## config.mk

```make
export PLATFORM = sky130hd
export DESIGN_NAME = layer3_weight_scheduler
export DESIGN_NICKNAME = d
export VERILOG_FILES = /design/src/rtl/layer3_sched_pkg.sv /design/src/rtl/layer3_weight_scheduler_counter.sv /design/src/rtl/layer3_weight_scheduler.sv
export SDC_FILE = /design/constraint.sdc
export NUM_CORES = 1
export LEC_CHECK = 0
export ABC_CLOCK_PERIOD_IN_PS = 3600
export BUFFER_PORTS_ARGS = -buffer_cell sky130_fd_sc_hd__buf_2
export CORE_ASPECT_RATIO = 0.8
export CORE_UTILIZATION = 50
export DETAILED_ROUTE_END_ITERATION = 7
export GPL_TIMING_DRIVEN = 0
export PLACE_DENSITY_LB_ADDON = 0.15
export SETUP_SLACK_MARGIN = 0.02
export SYNTH_ARGS = -nofsm -noshare
export SYNTH_HDL_FRONTEND = slang
export SYNTH_SLANG_ARGS = --single-unit
```

## constraint.sdc

```tcl
create_clock -name clk -period 3.6 [get_ports clk]
set_input_delay 0.72 -clock clk [delete_from_list [all_inputs] [get_ports clk]]
set_output_delay 0.72 -clock clk [all_outputs]
set_load 0.02 [all_outputs]
```

## src/rtl/layer3_sched_pkg.sv

```systemverilog
// Shared types and constants for the layer3 weight scheduler.
// State encoding, default weight counts and counter width helpers.
package layer3_sched_pkg;

  localparam logic [2:0] S_IDLE  = 3'd0;
  localparam logic [2:0] S_LOAD1 = 3'd1;
  localparam logic [2:0] S_LOAD2 = 3'd2;
  localparam logic [2:0] S_LOAD3 = 3'd3;
  localparam logic [2:0] S_RUN   = 3'd4;
  localparam logic [2:0] S_DONE  = 3'd5;

  localparam int DEF_W1_COUNT = 294912;
  localparam int DEF_W2_COUNT = 589824;
  localparam int DEF_W3_COUNT = 32768;

  function automatic int cnt_width(input int n);
    int w;
    w = $clog2(n);
    return (w < 1) ? 1 : w;
  endfunction

  function automatic int max3(input int a, input int b, input int c);
    int m;
    m = (a > b) ? a : b;
    return (m > c) ? m : c;
  endfunction

endpackage

```

## src/rtl/layer3_weight_scheduler_counter.sv

```systemverilog
// Load/compare word counter with terminal-count flag.
// Wraps to zero on the accept that matches the last index.
module sched_word_counter #(
  parameter int WIDTH = 8
) (
  input  logic             clk,
  input  logic             reset,
  input  logic             clear,
  input  logic             en,
  input  logic [WIDTH-1:0] last,
  output logic             tc
);

  logic [WIDTH-1:0] count;

  assign tc = en && (count == last);

  always_ff @(posedge clk) begin
    if (reset || clear) begin
      count <= '0;
    end else if (tc) begin
      count <= '0;
    end else if (en) begin
      count <= count + 1'b1;
    end
  end

endmodule

```

## src/rtl/layer3_weight_scheduler.sv

```systemverilog
// Demuxes the shared weight stream onto conv1/conv2/downsample,
// then gates exactly one frame of pixels into the basic block.
module layer3_weight_scheduler
  import layer3_sched_pkg::*;
#(
  parameter int DATA_WIDTH     = 32,
  parameter int IMAGE_WIDTH    = 32,
  parameter int IMAGE_HEIGHT   = 32,
  parameter int CHANNEL_NUM_IN = 128,
  parameter int W1_COUNT       = DEF_W1_COUNT,
  parameter int W2_COUNT       = DEF_W2_COUNT,
  parameter int W3_COUNT       = DEF_W3_COUNT
) (
  input  logic                  clk,
  input  logic                  reset,
  input  logic                  start,
  input  logic                  w_valid_in,
  input  logic [DATA_WIDTH-1:0] w_in,
  output logic                  w_ready,
  input  logic                  valid_in,
  input  logic [DATA_WIDTH-1:0] pxl_in,
  output logic                  pxl_ready,
  output logic                  valid_weight_out1,
  output logic                  valid_weight_out2,
  output logic                  valid_weight_out3,
  output logic [DATA_WIDTH-1:0] weight_out,
  output logic                  valid_out,
  output logic [DATA_WIDTH-1:0] pxl_out,
  output logic                  busy,
  output logic                  done
);

  localparam int PIX_COUNT =
    IMAGE_WIDTH * IMAGE_HEIGHT * CHANNEL_NUM_IN;
  localparam int WCNT_W =
    cnt_width(max3(W1_COUNT, W2_COUNT, W3_COUNT));
  localparam int PCNT_W = cnt_width(PIX_COUNT);

  logic [2:0]        state;
  logic [WCNT_W-1:0] w_last;
  logic              w_acc;
  logic              p_acc;
  logic              w_tc;
  logic              p_tc;
  logic              cnt_clear;

  assign w_ready   = (state == S_LOAD1) ||
                     (state == S_LOAD2) ||
                     (state == S_LOAD3);
  assign pxl_ready = (state == S_RUN);
  assign busy      = (state != S_IDLE);
  assign done      = (state == S_DONE);
  assign w_acc     = w_valid_in && w_ready;
  assign p_acc     = valid_in && pxl_ready;
  assign cnt_clear = (state == S_IDLE);

  always_comb begin
    w_last = '0;
    unique case (state)
      S_LOAD1: w_last = WCNT_W'(W1_COUNT - 1);
      S_LOAD2: w_last = WCNT_W'(W2_COUNT - 1);
      S_LOAD3: w_last = WCNT_W'(W3_COUNT - 1);
      default: w_last = '0;
    endcase
  end

  sched_word_counter #(.WIDTH(WCNT_W)) u_wcnt (
    .clk   (clk),
    .reset (reset),
    .clear (cnt_clear),
    .en    (w_acc),
    .last  (w_last),
    .tc    (w_tc)
  );

  sched_word_counter #(.WIDTH(PCNT_W)) u_pcnt (
    .clk   (clk),
    .reset (reset),
    .clear (cnt_clear),
    .en    (p_acc),
    .last  (PCNT_W'(PIX_COUNT - 1)),
    .tc    (p_tc)
  );

  always_ff @(posedge clk) begin
    if (reset) begin
      state             <= S_IDLE;
      valid_weight_out1 <= 1'b0;
      valid_weight_out2 <= 1'b0;
      valid_weight_out3 <= 1'b0;
      weight_out        <= '0;
      valid_out         <= 1'b0;
      pxl_out           <= '0;
    end else begin
      valid_weight_out1 <= w_acc && (state == S_LOAD1);
      valid_weight_out2 <= w_acc && (state == S_LOAD2);
      valid_weight_out3 <= w_acc && (state == S_LOAD3);
      valid_out         <= p_acc;
      if (w_acc) weight_out <= w_in;
      if (p_acc) pxl_out <= pxl_in;
      unique case (state)
        S_IDLE:  if (start) state <= S_LOAD1;
        S_LOAD1: if (w_tc) state <= S_LOAD2;
        S_LOAD2: if (w_tc) state <= S_LOAD3;
        S_LOAD3: if (w_tc) state <= S_RUN;
        S_RUN:   if (p_tc) state <= S_DONE;
        S_DONE:  state <= S_IDLE;
        default: state <= S_IDLE;
      endcase
    end
  end

endmodule

```

==> flow_results.org, run 1 <==
** Placed design
- Port Buffer Count :: 139
- HPWL reported at the end of detailed placement :: between 7000 and 8000 um
- Instance area after placement :: 5040 um2
- Routability-driven placement finished with a final weighted congestion of just over 0.8.

** Global routing
- The number of antenna violations at the first check in global routing came to 0.
- For this run, the total global-route usage over all layers was measured as roughly a quarter.
- Number of global-route vias before repair :: between 3000 and 4000
- Wire length of the first global-routing pass :: ~18000 um
- For this run the aggregate overflow at the end of global routing stands at 0.
- Maximum number of pins on one net before global-route repair :: 19

** Synthesis
- Sequential cells were found to cover around 51% of the synthesized design area.
- The number of different library cells used by synthesis comes to 39.
- In the synthesized netlist, the number of instances is roughly 520.
- Synthesis inferred 108 register bits.
- Yosys printed 0 warnings.
- Dividing the synthesized area by the synthesized cell count gives roughly 8.0 um2.
- Mapped Nets :: approximately 600
- Post-synthesis instance area :: roughly 4200 um2

** Clocking
- # resized after CTS :: 0
- Hold repair after CTS inserted 0 buffers.
- The clock drives between 100 and 150 sinks.
- Clock transition at the registers of the reported paths :: between 0.1 and 0.15 ns
- The H-tree generated during clock tree synthesis spans 3 levels.
- Post-CTS setup repair buffer count :: 0
- Clock insertion delay at the later pin of the skew report :: around 0.39 ns
- Worst-case clock buffer depth :: 2
- TritonCTS built the clock tree.
- The tree is rooted in a sky130_fd_sc_hd__clkbuf_8.
- In this run, CTS created clock tree buffers numbering 9.

** Final layout
- Flip-flop and latch area :: ~2200 um2
- The post-route netlist has a little under a quarter of its cells at a drive strength greater than 1.
- With fillers left out, the area of the finished cells amounts to between 5000 and 6000 um2.
- Fin nets :: approximately 750
- Number of fillers in the final layout :: 740
- Compared with the post-synthesis result, the final layout area differs by 25.1%.
- Area of combinational cells with multiple inputs :: 1900 um2
- Antenna diode count :: 0

** Floorplan
- The initial utilization of the core area, before any placement, comes to 52.2%.
- Number of core rows :: 29
- between 100 and 150 I/O pins were placed.
- The die is 84.0 um tall.
- The die covers between 8000 and 9000 um2.
- The floorplan step set the die width to about 100 um.
- The region available for standard cell placement spans between 8000 and 9000 um2.

** Pwr
- Combinational logic burns roughly 7% of the power.
- Leakage Power :: ~2.1 nW
- Design Power :: ~0.0022 W
- Cell internal pwr :: ~0.0017 W
- IR analysis of the VDD net gives a maximum drop of 0.261 mV.
- Dividing total power by cell area gives a power density of 419 nW/um2.
- The clock network is responsible for a little under two fifths of the overall power.
- Portion of total power attributed to sequential cells :: 55.3%
- Switching power :: ~0.00053 W
- Net switching is ~24% of the power.

** Timing
- Sum of negative setup slack :: 0 ns
- Setup violations remaining at the end of the flow were counted as 0.
- Number of slew-limit violations in the final report :: 0
- Tightest slew margin relative to the limit :: 38.2%
- Clock tree skew after final layout :: between 0.01 and 0.015 ns
- Worst-margin pin slew :: 0.920 ns
- Post-route minimum period :: about 2.5 ns
- Setup repair after global routing left no endpoint under its margin.
- Derived from the worst setup path, the maximum achievable clock frequency is 0.398 GHz.
- Final hold slack :: approximately 0.46 ns
- Final hold violations :: 0
- The worst path uses between 60% and 70% of the clock period.

** Drt
- After detailed routing, the wire length on met1 is 4750 um.
- Met3 wirelength from detailed routing :: 795 um
- The routed design has roughly 10000 um of wire.
- Antenna Violating Nets Remaining :: 0
- In this run the top signal layer used is met4.
- In the routed layout, each cell is associated on average with a via count of just over 5.
- The routed layout has approximately 4000 vias.
- After detailed routing, the average wire length per cell comes to 13.3 um.
- After the first detailed-routing iteration, the DRC count stood at around 150.
- First-pass iteration count of the detailed router :: 4
- Detail Route met2 WL :: about 4800 um
- After detailed routing, the number of remaining DRC violations is 0.

** Worst setup path
- By startpoint and endpoint, the worst setup path is classified as register to register.
- Startpoint kind of the worst setup timing path :: register
- Of all nets on the critical path, the largest fanout is 10.
- The worst setup path is captured at a register.
- Data arrival time of the worst path :: around 2.8 ns
- Req. time, crit path :: between 3 and 4 ns

** Job
- Across the run, the number of max-cap violations was 0.

** Hold path
- In this run the worst hold path is classified as register to register.

** Run status
- Status :: complete, no violations
[kinds of logic (layout without fill, tap and decap cells)]
logic type / after synthesis / count (layout) / synth area share (%)
and+or+nand+nor: 261 / 261 / 27.5
adders and majority gates: 3 / 3 / 0.893
DFF: 108 / 108 / 51.4
AOI/OAI and AO/OA: 82 / 82 / 10.3
buffers and inverters: 39 / 194 / 3.51
xor gates and xnor gates: 31 / 31 / 6.46
[layout make-up]
| type | count | share of cell area [%] |
|---|---|---|
| timing repair buffer | 139 | 13.2 |
| buffer | 29 | 2.09 |
| sequential | 108 | 41.1 |
| clock inverter | 6 | 1.83 |
| clock buffer | 10 | 2.43 |
| tap | 108 | 2.57 |
| inverter | 10 | 0.714 |
| multi-input combinational | 377 | 36.0 |
[per-layer routing]
layer	global-route usage [%]	vias to the layer above
met5	0	-
met4	8.31	0
met3	8.43	10
met2	39.6	122
met1	32.4	1852
li1	-	2022
[registers in the layout, indices dropped and copies added (netlist names)]
register and flops:
pxl_out 32, state 3, u_pcnt.count 17, u_wcnt.count 20
valid_out 1, valid_weight_out1 1, valid_weight_out2 1, valid_weight_out3 1
weight_out 32
[critical path: stages, from the launching register on]
cell                       delay [ns]
sky130_fd_sc_hd__dfxtp_1         0.39
sky130_fd_sc_hd__clkbuf_1        0.31
sky130_fd_sc_hd__nor4bb_1        0.65
sky130_fd_sc_hd__clkbuf_1        0.44
sky130_fd_sc_hd__clkbuf_1        0.39
sky130_fd_sc_hd__nand2_1         0.11
sky130_fd_sc_hd__a21oi_1         0.15
[power groups by stage]
| stage | clock [W] | sequential [W] | combinational, W |
|---|---|---|---|
| floorplan | 0 | 0.00126 | 0.0000626 |
| global placement | 0 | 0.00124 | 0.000152 |
| detailed placement | 0 | 0.00125 | 0.000155 |
| CTS | 0.000850 | 0.00122 | 0.000155 |
| global route | 0.000897 | 0.00122 | 0.000171 |
| finish | 0.000829 | 0.00122 | 0.000155 |
[cell usage in the layout (no fill, tap or decap), types with 2 or more instances in the layout]
cell	n
sky130_fd_sc_hd__nand2_1	154
sky130_fd_sc_hd__buf_2	140
sky130_fd_sc_hd__dfxtp_1	108
sky130_fd_sc_hd__a21oi_1	71
sky130_fd_sc_hd__nor2_1	40
sky130_fd_sc_hd__clkbuf_1	28
sky130_fd_sc_hd__xor2_1	17
sky130_fd_sc_hd__nand3_1	16
sky130_fd_sc_hd__xnor2_1	14
sky130_fd_sc_hd__nor3_1	13
sky130_fd_sc_hd__inv_1	10
sky130_fd_sc_hd__nand4_1	9
sky130_fd_sc_hd__clkbuf_8	9
sky130_fd_sc_hd__or3_1	5
sky130_fd_sc_hd__o21ai_0	5
sky130_fd_sc_hd__nor3b_1	3
sky130_fd_sc_hd__and3_1	3
sky130_fd_sc_hd__ha_1	3
sky130_fd_sc_hd__and4_1	2
sky130_fd_sc_hd__or4b_1	2
sky130_fd_sc_hd__or4_1	2
sky130_fd_sc_hd__bufinv_16	2
sky130_fd_sc_hd__clkinv_4	2
[metrics by stage]
stage               std cells  utilization, %  worst slack, ns
floorplan                 524               -             1.40
global placement          771            62.5            0.931
detailed placement        771            62.5            0.926
CTS                       787            65.3             1.09
global route              787            65.3            0.778
finish                    787            65.3             1.08
[Yosys cell counts]
master / n / share of area, %
sky130_fd_sc_hd__nand4_1: 9 / 1.3
sky130_fd_sc_hd__or3b_2: 1 / 0.21
sky130_fd_sc_hd__nor2b_1: 1 / 0.15
sky130_fd_sc_hd__or4b_2: 1 / 0.24
sky130_fd_sc_hd__or4_1: 2 / 0.36
sky130_fd_sc_hd__and3_2: 1 / 0.18
sky130_fd_sc_hd__nor4_1: 1 / 0.15
sky130_fd_sc_hd__inv_1: 10 / 0.89
sky130_fd_sc_hd__o21bai_2: 1 / 0.27
sky130_fd_sc_hd__o21ai_0: 5 / 0.59
sky130_fd_sc_hd__nand3b_1: 1 / 0.18
sky130_fd_sc_hd__nand3_1: 16 / 1.9
sky130_fd_sc_hd__a31oi_1: 1 / 0.15
sky130_fd_sc_hd__xnor2_1: 14 / 2.9
sky130_fd_sc_hd__nor4bb_1: 1 / 0.24
sky130_fd_sc_hd__buf_2: 1 / 0.12
sky130_fd_sc_hd__and4_1: 2 / 0.42
sky130_fd_sc_hd__nand4bb_1: 1 / 0.27
sky130_fd_sc_hd__nor3_1: 13 / 1.5
sky130_fd_sc_hd__ha_1: 3 / 0.89
sky130_fd_sc_hd__a211oi_1: 1 / 0.18
sky130_fd_sc_hd__o31ai_1: 1 / 0.18
sky130_fd_sc_hd__nor3b_1: 3 / 0.54
sky130_fd_sc_hd__or4b_1: 2 / 0.48
sky130_fd_sc_hd__dfxtp_1: 108 / 51
sky130_fd_sc_hd__xor2_1: 17 / 3.5
sky130_fd_sc_hd__or3_1: 5 / 0.74
sky130_fd_sc_hd__and2_1: 1 / 0.15
sky130_fd_sc_hd__o21bai_1: 1 / 0.18
sky130_fd_sc_hd__nor2_1: 40 / 3.6
sky130_fd_sc_hd__nor4b_1: 1 / 0.21
sky130_fd_sc_hd__and3_4: 1 / 0.27
sky130_fd_sc_hd__a21oi_1: 71 / 8.4
sky130_fd_sc_hd__and3_1: 3 / 0.45
sky130_fd_sc_hd__nand2b_1: 1 / 0.15
sky130_fd_sc_hd__a2111o_1: 1 / 0.27
sky130_fd_sc_hd__buf_1: 1 / 0.089
sky130_fd_sc_hd__clkbuf_1: 27 / 2.4
sky130_fd_sc_hd__nand2_1: 154 / 14
[path summary, 6_finish.rpt]
path / from / to / slack [ns] / depth (start not counted)
worst max-delay path: state[2]$_SDFFE_PP0P_ / pxl_out[19]$_SDFFE_PP0P_ / 1.08 / 6
worst min-delay path: weight_out[1]$_SDFFE_PP0P_ / weight_out[1]$_SDFFE_PP0P_ / 0.46 / 2
worst max register to register: state[2]$_SDFFE_PP0P_ / pxl_out[19]$_SDFFE_PP0P_ / 1.08 / 6
worst min register to register: weight_out[1]$_SDFFE_PP0P_ / weight_out[1]$_SDFFE_PP0P_ / 0.46 / 2
(Power assumes the default switching activity.)
==> inputs of run 2 (changes only) <==
--- a/config.mk
+++ b/config.mk
@@ -5,10 +5,10 @@
 export SDC_FILE = /design/constraint.sdc
 export NUM_CORES = 1
 export LEC_CHECK = 0
-export ABC_CLOCK_PERIOD_IN_PS = 3600
+export ABC_CLOCK_PERIOD_IN_PS = 2060
 export BUFFER_PORTS_ARGS = -buffer_cell sky130_fd_sc_hd__buf_2
 export CORE_ASPECT_RATIO = 0.8
-export CORE_UTILIZATION = 50
+export CORE_UTILIZATION = 45
 export DETAILED_ROUTE_END_ITERATION = 7
 export GPL_TIMING_DRIVEN = 0
 export PLACE_DENSITY_LB_ADDON = 0.15
==> constraint.sdc (replaced) <==
create_clock -name clk -period 2.06 [get_ports clk]
set_input_delay 0.412 -clock clk [delete_from_list [all_inputs] [get_ports clk]]
set_output_delay 0.412 -clock clk [all_outputs]
set_load 0.02 [all_outputs]
==> run 2 against run 1 <==
  * Core utilization shrank 4.3 points
  * Combinational power grew 86%
  * The run now ends with negative setup slack left
  * Register-to-register slack lost 1.1 ns
  * Flip-flop and latch count is the same
  * Wire length grew 2.3%
  * Setup slack lost 1.1 ns
  * Non-clock buffer count grew 9
  * Sequential power grew 75%
  * Critical path type unchanged
  * Die area grew 11%
  * Via count grew 0.85%
  * Critical endpoint is now state[1]$_SDFFE_PP0P_
  * Clock-buffer cell count grew 2
  * Hold slack lost 0.16 ns
==> flow_results.org, run 2 (synthesized netlist as in run 1, its figures left out) <==
** Worst setup path
- Crit end category :: register
- The largest individual stage delay along the critical path comes from the cell sky130_fd_sc_hd__or4_4.
- Broken down by cell family, the worst path's largest delay share belongs to simple AND/OR/NAND/NOR gates.
- Critical Setup Path Class :: register to register
- Worst Path Max Fanout :: 6 (-4)
- STA classifies the critical path startpoint as a register.
- Req. time, crit path :: 2.32 ns (-1.59 ns)
- The stage delay of the slowest cell on the critical path was 0.48 ns (-0.17 ns).
- The signal on the critical path passes through or4b_1 > or3_1 > and3_4 > or4_4 > a211oi_2.
- Number of buffers and inverters on the critical path :: 0 (-3)
- Data arrival time of the worst path :: 2.35 ns (-0.48 ns)

** Clocking
- The number of H-tree levels came to 3 (unchanged).
- Library cell used as clock root buffer :: sky130_fd_sc_hd__clkbuf_16
- The clock-pin slew reported for the worst setup and hold paths after clock tree synthesis came to 0.07 ns (-0.04 ns).
- Worst-case clock buffer depth :: 2 (unchanged)
- The clock sink count came to 108 (unchanged).
- Clock insertion delay at the later pin of the skew report :: 0.35 ns (-0.04 ns)
- The total CTS buffers was 9 (unchanged).
- TritonCTS built the clock tree.

** Final layout
- Leading registers by flop count :: pxl_out (32), weight_out (32), u_wcnt.count (20)
- The share of post-route cells with drive strength above 1 came to 29.5% (+5.9 points).
- The area growth from synthesis to layout is 31.7%.
- Total non-filler cell area in the finished layout :: 5540 um2 (+5.3%)
- Fin nets :: 755 (+1.2%)
- Most frequent cells in the layout :: sky130_fd_sc_hd__nand2_1, sky130_fd_sc_hd__buf_2, sky130_fd_sc_hd__dfxtp_1
- Most common cell after layout, fill and taps aside :: sky130_fd_sc_hd__nand2_1
- The diode insertion count for antenna repair is 0 (unchanged).

** Pwr
- The switching power summed over all nets was 0.000961 W (+80%).
- The leakage dissipation is 2.22 nW (+6.2%).
- The power per cell area was 731 nW/um2 (+75%).
- The maximum VDD drop came to 0.552 mV (+110%).
- Cell internal pwr :: 0.00309 W (+85%)
- Portion of total power attributed to sequential cells :: 52.5% (-2.8 points)
- Combinational group share of total power :: 7.1% (about the same)
- The relative contribution of the clock network to total power is 40.4% (+2.8 points).
- The switching power share of the total was 23.7% (-0.50 points).

** Floorplan
- DIE HEIGHT :: 88.5 um (+5.3%)
- The row count was 31 (+6.9%).
- Core Area :: 9080 um2 (+13%)
- Starting Density :: 46.3% (-5.9 points)
- The die boundary width was 110 um (+5.3%).
- The I/O pin count is 141 (unchanged).
- Floorplan die area :: 9740 um2 (+11%)

** Timing
- Post-route minimum period :: 2.08 ns (-0.434 ns)
- The final clock skew was 0.00860 ns (-0.00554 ns).
- RSZ-0062 raised after global routing :: true
- The final count of hold timing violations was 0 (unchanged).
- Fin crit share :: 101% (+31 points)
- The setup violation total in the final timing report is 1 (+1).
- Tightest slew margin relative to the limit :: 63.6% (+25 points)
- The transition time at the pin with the least slew margin was 0.546 ns (-0.374 ns).
- The setup TNS after final layout is -0.0218 ns (-0.0218 ns).
- The number of max-slew violations in the final report was 0 (unchanged).
- Worst path setup slack after routing :: -0.0218 ns (-1.11 ns)
- The maximum clock frequency was 0.480 GHz (+21%).

** Global routing
- The global-route wire length before repair came to 16300 um (-7.5%).
- The number of antenna violations at the first check in global routing was 0 (unchanged).
- Aggregate global-route resource usage :: 22.0% (-3.2 points)
- Maximum number of pins on one net before global-route repair :: 18 (-1)
- The number of global-route vias before repair was 3447 (-9.7%).
- The final global-route overflow total came to 0 (unchanged).

** Drt
- Antenna Violating Nets Remaining :: 0 (unchanged)
- Vias per inst :: 5.03 (-1.2%)
- The wire length per cell is 13.4 um (+0.27%).
- The overall via count from detail_route came to 4040 (+0.85%).
- Iteration-0 DRC Markers :: 149 (+2.8%)
- The number of iterations in the first detailed-routing pass was 4 (unchanged).
- DRC viols :: 0 (unchanged)
- The total length of routed wires is 10700 um (+2.3%).

** Placed design
- Port Buffer Count :: 139 (unchanged)
- The HPWL reported at the end of detailed placement is 7690 um (-1.2%).
- RePlAce Congestion :: 0.804 (-3.0%)
- Instance area after placement :: 5050 um2 (+0.20%)

** Hold path
- In this run the worst hold path is classified as input pin to register.

** Job
- The max-cap violation count came to 0 (unchanged).

** Run status
- The checks that failed: negative setup slack.
- Status :: finished with violations
run 2: cell types whose count changed in the layout (fill, tap and decap cells not counted), sizes merged:
cell and change:
inv +1, clkbuf -2, buf +13, clkinvlp -1
bufinv -2
run 2: power groups by stage:
stage	clock network, W	registers, W	logic (W)
floorplan	0	0.00221	0.000110
global placement	0	0.00217	0.000266
detailed placement	0	0.00218	0.000270
CTS	0.00166	0.00213	0.000281
global route	0.00175	0.00213	0.000317
finish	0.00164	0.00213	0.000289
run 2: layout make-up:
cell class	count	area, um2
Fill cell	847	3540
Sequential cell	108	2180
Multi-Input combinational cell	377	2010
Timing Repair Buffer	148	763
Clock buffer	12	246
Tap cell	115	144
Buffer	29	135
Inverter	10	37.5
Clock inverter	4	31.3
run 2: tightest hold or removal path: cells and delay by family:
kind | cells | cell delay (ns)
and+or+nand+nor | 1 | 0.04
AOI/OAI and AO/OA | 1 | 0.05
buffers and inverters | 1 | 0.09
run 2: repair_timing:
item	in CTS	in global routing
hold buffers	0	0
setup endpoints to repair	69	37
gates resized for setup	26	24
pin swaps	5	10
setup buffers	3	6
run 2: path summary, 6_finish.rpt:
kind | startpoint | end | slack, ns | cells after the start
max | u_wcnt.count[15]$_SDFFE_PP0P_ | state[1]$_SDFFE_PP0P_ | -0.02 | 5
min | w_in[14] | weight_out[14]$_SDFFE_PP0P_ | 0.29 | 3
max reg2reg | u_wcnt.count[15]$_SDFFE_PP0P_ | state[1]$_SDFFE_PP0P_ | -0.02 | 5
min reg2reg | pxl_out[29]$_SDFFE_PP0P_ | pxl_out[29]$_SDFFE_PP0P_ | 0.45 | 2
run 2: layer usage:
| layer | GRT usage, % | vias to the layer above | share of wire [%] |
|---|---|---|---|
| met2 | 33.2 | 114 | 45 |
| met5 | 0 | - | 0 |
| met1 | 28.8 | 1877 | 45 |
| met3 | 8.54 | 13 | 8.2 |
| met4 | 7.27 | 0 | 1.6 |
| li1 | - | 2036 | - |
run 2: stage by stage:
stage / util (%) / setup slack, ns / power, W / std cells / hold WS (ns)
floorplan: - / 0.0436 / 0.00232 / 524 / 0.441
global placement: 55.6 / -0.353 / 0.00244 / 778 / 0.440
detailed placement: 55.6 / -0.428 / 0.00245 / 778 / 0.443
CTS: 59.8 / -0.0600 / 0.00407 / 797 / 0.287
global route: 61.0 / -0.0663 / 0.00419 / 803 / 0.286
finish: 61.0 / -0.0218 / 0.00405 / 803 / 0.292
==> inputs of run 3 (changes only) <==
--- a/config.mk
+++ b/config.mk
@@ -8,11 +8,12 @@
 export ABC_CLOCK_PERIOD_IN_PS = 2060
 export BUFFER_PORTS_ARGS = -buffer_cell sky130_fd_sc_hd__buf_2
 export CORE_ASPECT_RATIO = 0.8
-export CORE_UTILIZATION = 45
+export CORE_UTILIZATION = 47
 export DETAILED_ROUTE_END_ITERATION = 7
 export GPL_TIMING_DRIVEN = 0
 export PLACE_DENSITY_LB_ADDON = 0.15
 export SETUP_SLACK_MARGIN = 0.02
 export SYNTH_ARGS = -nofsm -noshare
 export SYNTH_HDL_FRONTEND = slang
+export SYNTH_HIERARCHICAL = 1
 export SYNTH_SLANG_ARGS = --single-unit
==> run 3 against run 2 <==
  * The run still ends with negative setup slack left
  * Critical endpoint unchanged
  * Flip-flop and latch count unchanged
  * Die area up 14%
  * Clock-buffer cell count down 2
  * Synthesized cell count up 5.5%
  * Clock skew down 0.0023 ns
  * Via count up 5.7%
  * Setup slack worse by 0.22 ns
  * Cell area up 20%
  * Sequential power about the same
==> flow_results.org, run 3 <==
** Worst setup path
- Cell depth of the worst flop-to-flop path :: 14 (+9)
- List of cells traversed by the critical path :: buf_6 > nor2_4 > nor2_4 > buf_4 > xor2_1 > nor4_2 > nand4_1 > buf_6 > nor3_4 > buf_4 > buf_6 > nand2_1 > xor2_1 > nor3_1
- Critical path's top delay family :: simple AND/OR/NAND/NOR gates
- Number of buffers and inverters on the critical path :: 5 (+5)
- The critical path is of the register to register type.
- Reg2Reg Capture Point :: state[1]$_SDFFE_PP0P_
- The worst reg-to-reg setup slack was -0.24 ns (-0.22 ns).
- Crit end category :: register
- Crit-path most repeated cell :: sky130_fd_sc_hd__buf_6
- Startpoint kind of the worst setup timing path :: register
- Master of the slowest instance on the critical path :: sky130_fd_sc_hd__dfxtp_2
- Worst Path Max Fanout :: 3 (-3)
- The stage delay of the slowest cell on the critical path was 0.32 ns (-0.16 ns).
- Critical R2R Launch :: state[0]$_SDFFE_PP0P_
- Req. time, crit path :: 2.32 ns (about the same)
- The worst endpoint data arrival time is 2.56 ns (+0.21 ns).

** Synthesis
- Sequential element share of the synthesized area :: 43.2% (-8.2 points)
- The flop and latch count out of synthesis is 108 (unchanged).
- Synth async-reset ratio :: 0% (unchanged)
- Mean instance size in the synthesized netlist :: 9.06 um2 (+13%)
- sky130_fd_sc_hd__dfxtp_1 takes more of the synthesized area than any other cell.
- The number of enable flip-flop cells after synthesis is 0 (unchanged).
- The commonest cells after synthesis are sky130_fd_sc_hd__dfxtp_1, sky130_fd_sc_hd__nand2_1, sky130_fd_sc_hd__nand2b_1, sky130_fd_sc_hd__xor2_1, sky130_fd_sc_hd__nor2_1.
- In the synthesized netlist the dominant register cell turns out to be sky130_fd_sc_hd__dfxtp_1.
- Share of the synthesized area in the top cell type :: 43.2% (-8.2 points)
- Gate count after technology mapping :: 553 (+5.5%)
- After synthesis, the cell types taking the most area are sky130_fd_sc_hd__dfxtp_1, sky130_fd_sc_hd__xor2_1, sky130_fd_sc_hd__nand2b_1, sky130_fd_sc_hd__mux2i_1, sky130_fd_sc_hd__nand2_1.
- Cell with the most instances after synthesis :: sky130_fd_sc_hd__dfxtp_1
- Post-synthesis instance area :: 5010 um2 (+19%)
- The warning count from the yosys run came to 6 (+6).
- Distinct cell type count after synthesis :: 48 (+23%)

** Clocking
- TritonCTS built the clock tree.
- The clock sink count is 108 (unchanged).
- The root buffer cell chosen for the clock tree is sky130_fd_sc_hd__clkbuf_16.
- The worst-case clock buffer depth is 2 (unchanged).
- The total CTS buffers is 9 (unchanged).
- The clock-pin slew reported for the worst setup and hold paths after clock tree synthesis came to 0.07 ns (about the same).
- The number of H-tree levels is 3 (unchanged).
- The clock latency of the later-clocked register in the worst-skew pair is 0.34 ns (about the same).

** Floorplan
- I/O Pins :: 141 (unchanged)
- The full die area is 11100 um2 (+14%).
- DIE HEIGHT :: 94.3 um (+6.6%)
- The starting density of the core was 48.5% (+2.2 points).
- The core box area is 10300 um2 (+14%).
- The row count is 33 (+6.5%).
- The die boundary width was 117 um (+6.7%).

** Placed design
- Instance area after placement :: 5970 um2 (+18%)
- Port Buffer Count :: 140 (+0.72%)
- The HPWL reported at the end of detailed placement was 8360 um (+8.6%).
- RePlAce Congestion :: 0.816 (+1.6%)
- The number of cells after detailed placement is 850 (+9.3%).
- The worst slack after detailed placement came to -0.545 ns (-0.117 ns).

** Run status
- The checks that failed: negative setup slack.
- The flow ran to the end, but the final reports show violations.

** Hold path
- The startpoint identified for the worst hold timing path is pxl_in[12].
- Hold path cells :: 3 (unchanged)
- The worst hold path terminates at pxl_out[12]$_SDFFE_PP0P_.
- The min-delay analysis places its worst path in the category input pin to register.

** Timing
- Fin crit share :: 112% (+11 points)
- The number of max-slew violations in the final report came to 0 (unchanged).
- The final clock skew came to 0.00627 ns (-0.00234 ns).
- The setup violation total in the final timing report is 23 (+22).
- RSZ-0062 raised after global routing :: true
- The final count of hold timing violations came to 0 (unchanged).
- The setup TNS after final layout is -4.21 ns (-4.19 ns).
- Highest Clock Rate :: 0.435 GHz (-9.5%)
- Worst path setup slack after routing :: -0.241 ns (-0.219 ns)
- The final critical path time including I/O delays and setup was 2.30 ns (+0.219 ns).

** Global routing
- Maximum number of pins on one net before global-route repair :: 19 (+1)
- The number of antenna violations at the first check in global routing came to 0 (unchanged).
- The number of global-route vias before repair is 3939 (+14%).
- The global router's overall resource usage was 21.3% (-0.71 points).
- The final global-route overflow total is 0 (unchanged).
- Wire length of the first global-routing pass :: 19000 um (+16%)

** Final layout
- The non-filler instance count after layout was 891 (+11%).
- The count of nets after finishing was 817 (+8.2%).
- The share of post-route cells with drive strength above 1 is 31.3% (+1.8 points).
- Relative to the synthesized area, the layout overhead comes to 32.3%.
- The diode insertion count for antenna repair came to 0 (unchanged).
- Most common cell after layout, fill and taps aside :: sky130_fd_sc_hd__buf_2
- The largest registers in the layout are pxl_out (32), weight_out (32), u_wcnt/count (20).
- The post-route cell area was 6630 um2 (+20%).
- Most frequent cells in the layout :: sky130_fd_sc_hd__buf_2, sky130_fd_sc_hd__dfxtp_1, sky130_fd_sc_hd__nand2_1

** Drt
- The number of iterations in the first detailed-routing pass was 4 (unchanged).
- Routed wire length :: 11600 um (+7.9%)
- Vias per inst :: 4.79 (-4.7%)
- The wire length per cell is 13.0 um (-2.8%).
- The post-detailed-route DRC marker count is 0 (unchanged).
- The initial DRC count was 165 (+11%).
- Total number of vias :: 4271 (+5.7%)
- Antenna Violating Nets Remaining :: 0 (unchanged)

** Pwr
- Design Power :: 0.00435 W (+7.4%)
- Power per standard cell area :: 657 nW/um2 (-10%)
- The maximum VDD drop is 0.572 mV (+3.6%).
- Leakage Power :: 2.84 nW (+28%)

** Job
- Maxcap violations :: 0 (unchanged)
-- run 3: changes by cell type in the layout (fill, tap and decap cells not counted), moves of 9 or more --
cell	change
sky130_fd_sc_hd__a21oi_1	-36
sky130_fd_sc_hd__buf_4	+10
sky130_fd_sc_hd__xor2_1	+32
sky130_fd_sc_hd__nand2b_1	+64
sky130_fd_sc_hd__buf_6	+17
sky130_fd_sc_hd__conb_1	+19
sky130_fd_sc_hd__clkbuf_1	-12
sky130_fd_sc_hd__nor2_1	+9
sky130_fd_sc_hd__nand2_1	-73
sky130_fd_sc_hd__mux2i_1	+35
-- run 3: where the power goes --
group	switching (W)	leakage [nW]	total, W	internal [W]
Combinational	0.000238	1.82	0.000463	0.000225
Sequential	0.0000151	0.874	0.00213	0.00212
Clock	0.000770	0.149	0.00176	0.000986
Total	0.00102	2.84	0.00435	0.00333
-- run 3: worst max path at each step --
stage,from,endpoint,depth (start not counted)
CTS,state[0]$_SDFFE_PP0P_,state[0]$_SDFFE_PP0P_,12
global placement,state[2]$_SDFFE_PP0P_,state[0]$_SDFFE_PP0P_,9
floorplan,state[0]$_SDFFE_PP0P_,state[0]$_SDFFE_PP0P_,10
detailed placement,state[2]$_SDFFE_PP0P_,state[0]$_SDFFE_PP0P_,9
global route,state[0]$_SDFFE_PP0P_,state[1]$_SDFFE_PP0P_,14
finish,state[0]$_SDFFE_PP0P_,state[1]$_SDFFE_PP0P_,14
-- run 3: timing repair --
action	CTS	global route
hold buffers	0	0
gates cloned	1	0
pin swaps	10	9
setup endpoints to repair	26	33
setup buffers	17	9
gates resized for setup	15	24
-- run 3: metal layers --
| layer | GRT usage [%] | vias up | wire [um] |
|---|---|---|---|
| met5 | 0 | - | 0 |
| met4 | 4.22 | 0 | 78 |
| met3 | 5.68 | 8 | 725 |
| met2 | 34.1 | 114 | 5180 |
| met1 | 28.9 | 1966 | 5590 |
| li1 | - | 2183 | - |
-- run 3: cells by family (layout without fill, tap and decap cells) --
family,Yosys count,count (layout),share of synthesized area [%]
AO/OA/AOI/OAI,41,41,4.62
XOR/XNOR,71,71,12.4
adder cells (fa/ha/maj),2,2,0.500
buffers and inverters,37,218,5.20
flip-flops,108,108,43.2
multiplexers,35,35,6.99
other,2,19,0.150
AND/OR/NAND/NOR,257,257,27.0
-- run 3: stage by stage --
stage | hold slack (ns) | utilization [%]
after global routing | 0.297 | 64.2
after global placement | 0.439 | 57.8
final | 0.304 | 64.2
after floorplan | 0.489 | -
after CTS | 0.290 | 62.6
after detailed placement | 0.446 | 57.8
-- run 3: tightest hold or removal path, delay by kind of cell --
kind / cells / cell delay (ns)
buffers and inverters: 1 / 0.10
AOI/OAI and AO/OA: 1 / 0.05
and+or+nand+nor: 1 / 0.04
-- run 3: final cells by class --
cell class / instances / area [um2]
clock buffers: 10 / 239
fillers: 870 / 3700
multi-input cells: 425 / 2750
inverters: 4 / 16.3
flip-flops and latches: 108 / 2170
well taps: 140 / 175
plain buffers: 32 / 264
repair buffers: 166 / 943
clock inverters: 6 / 72.6
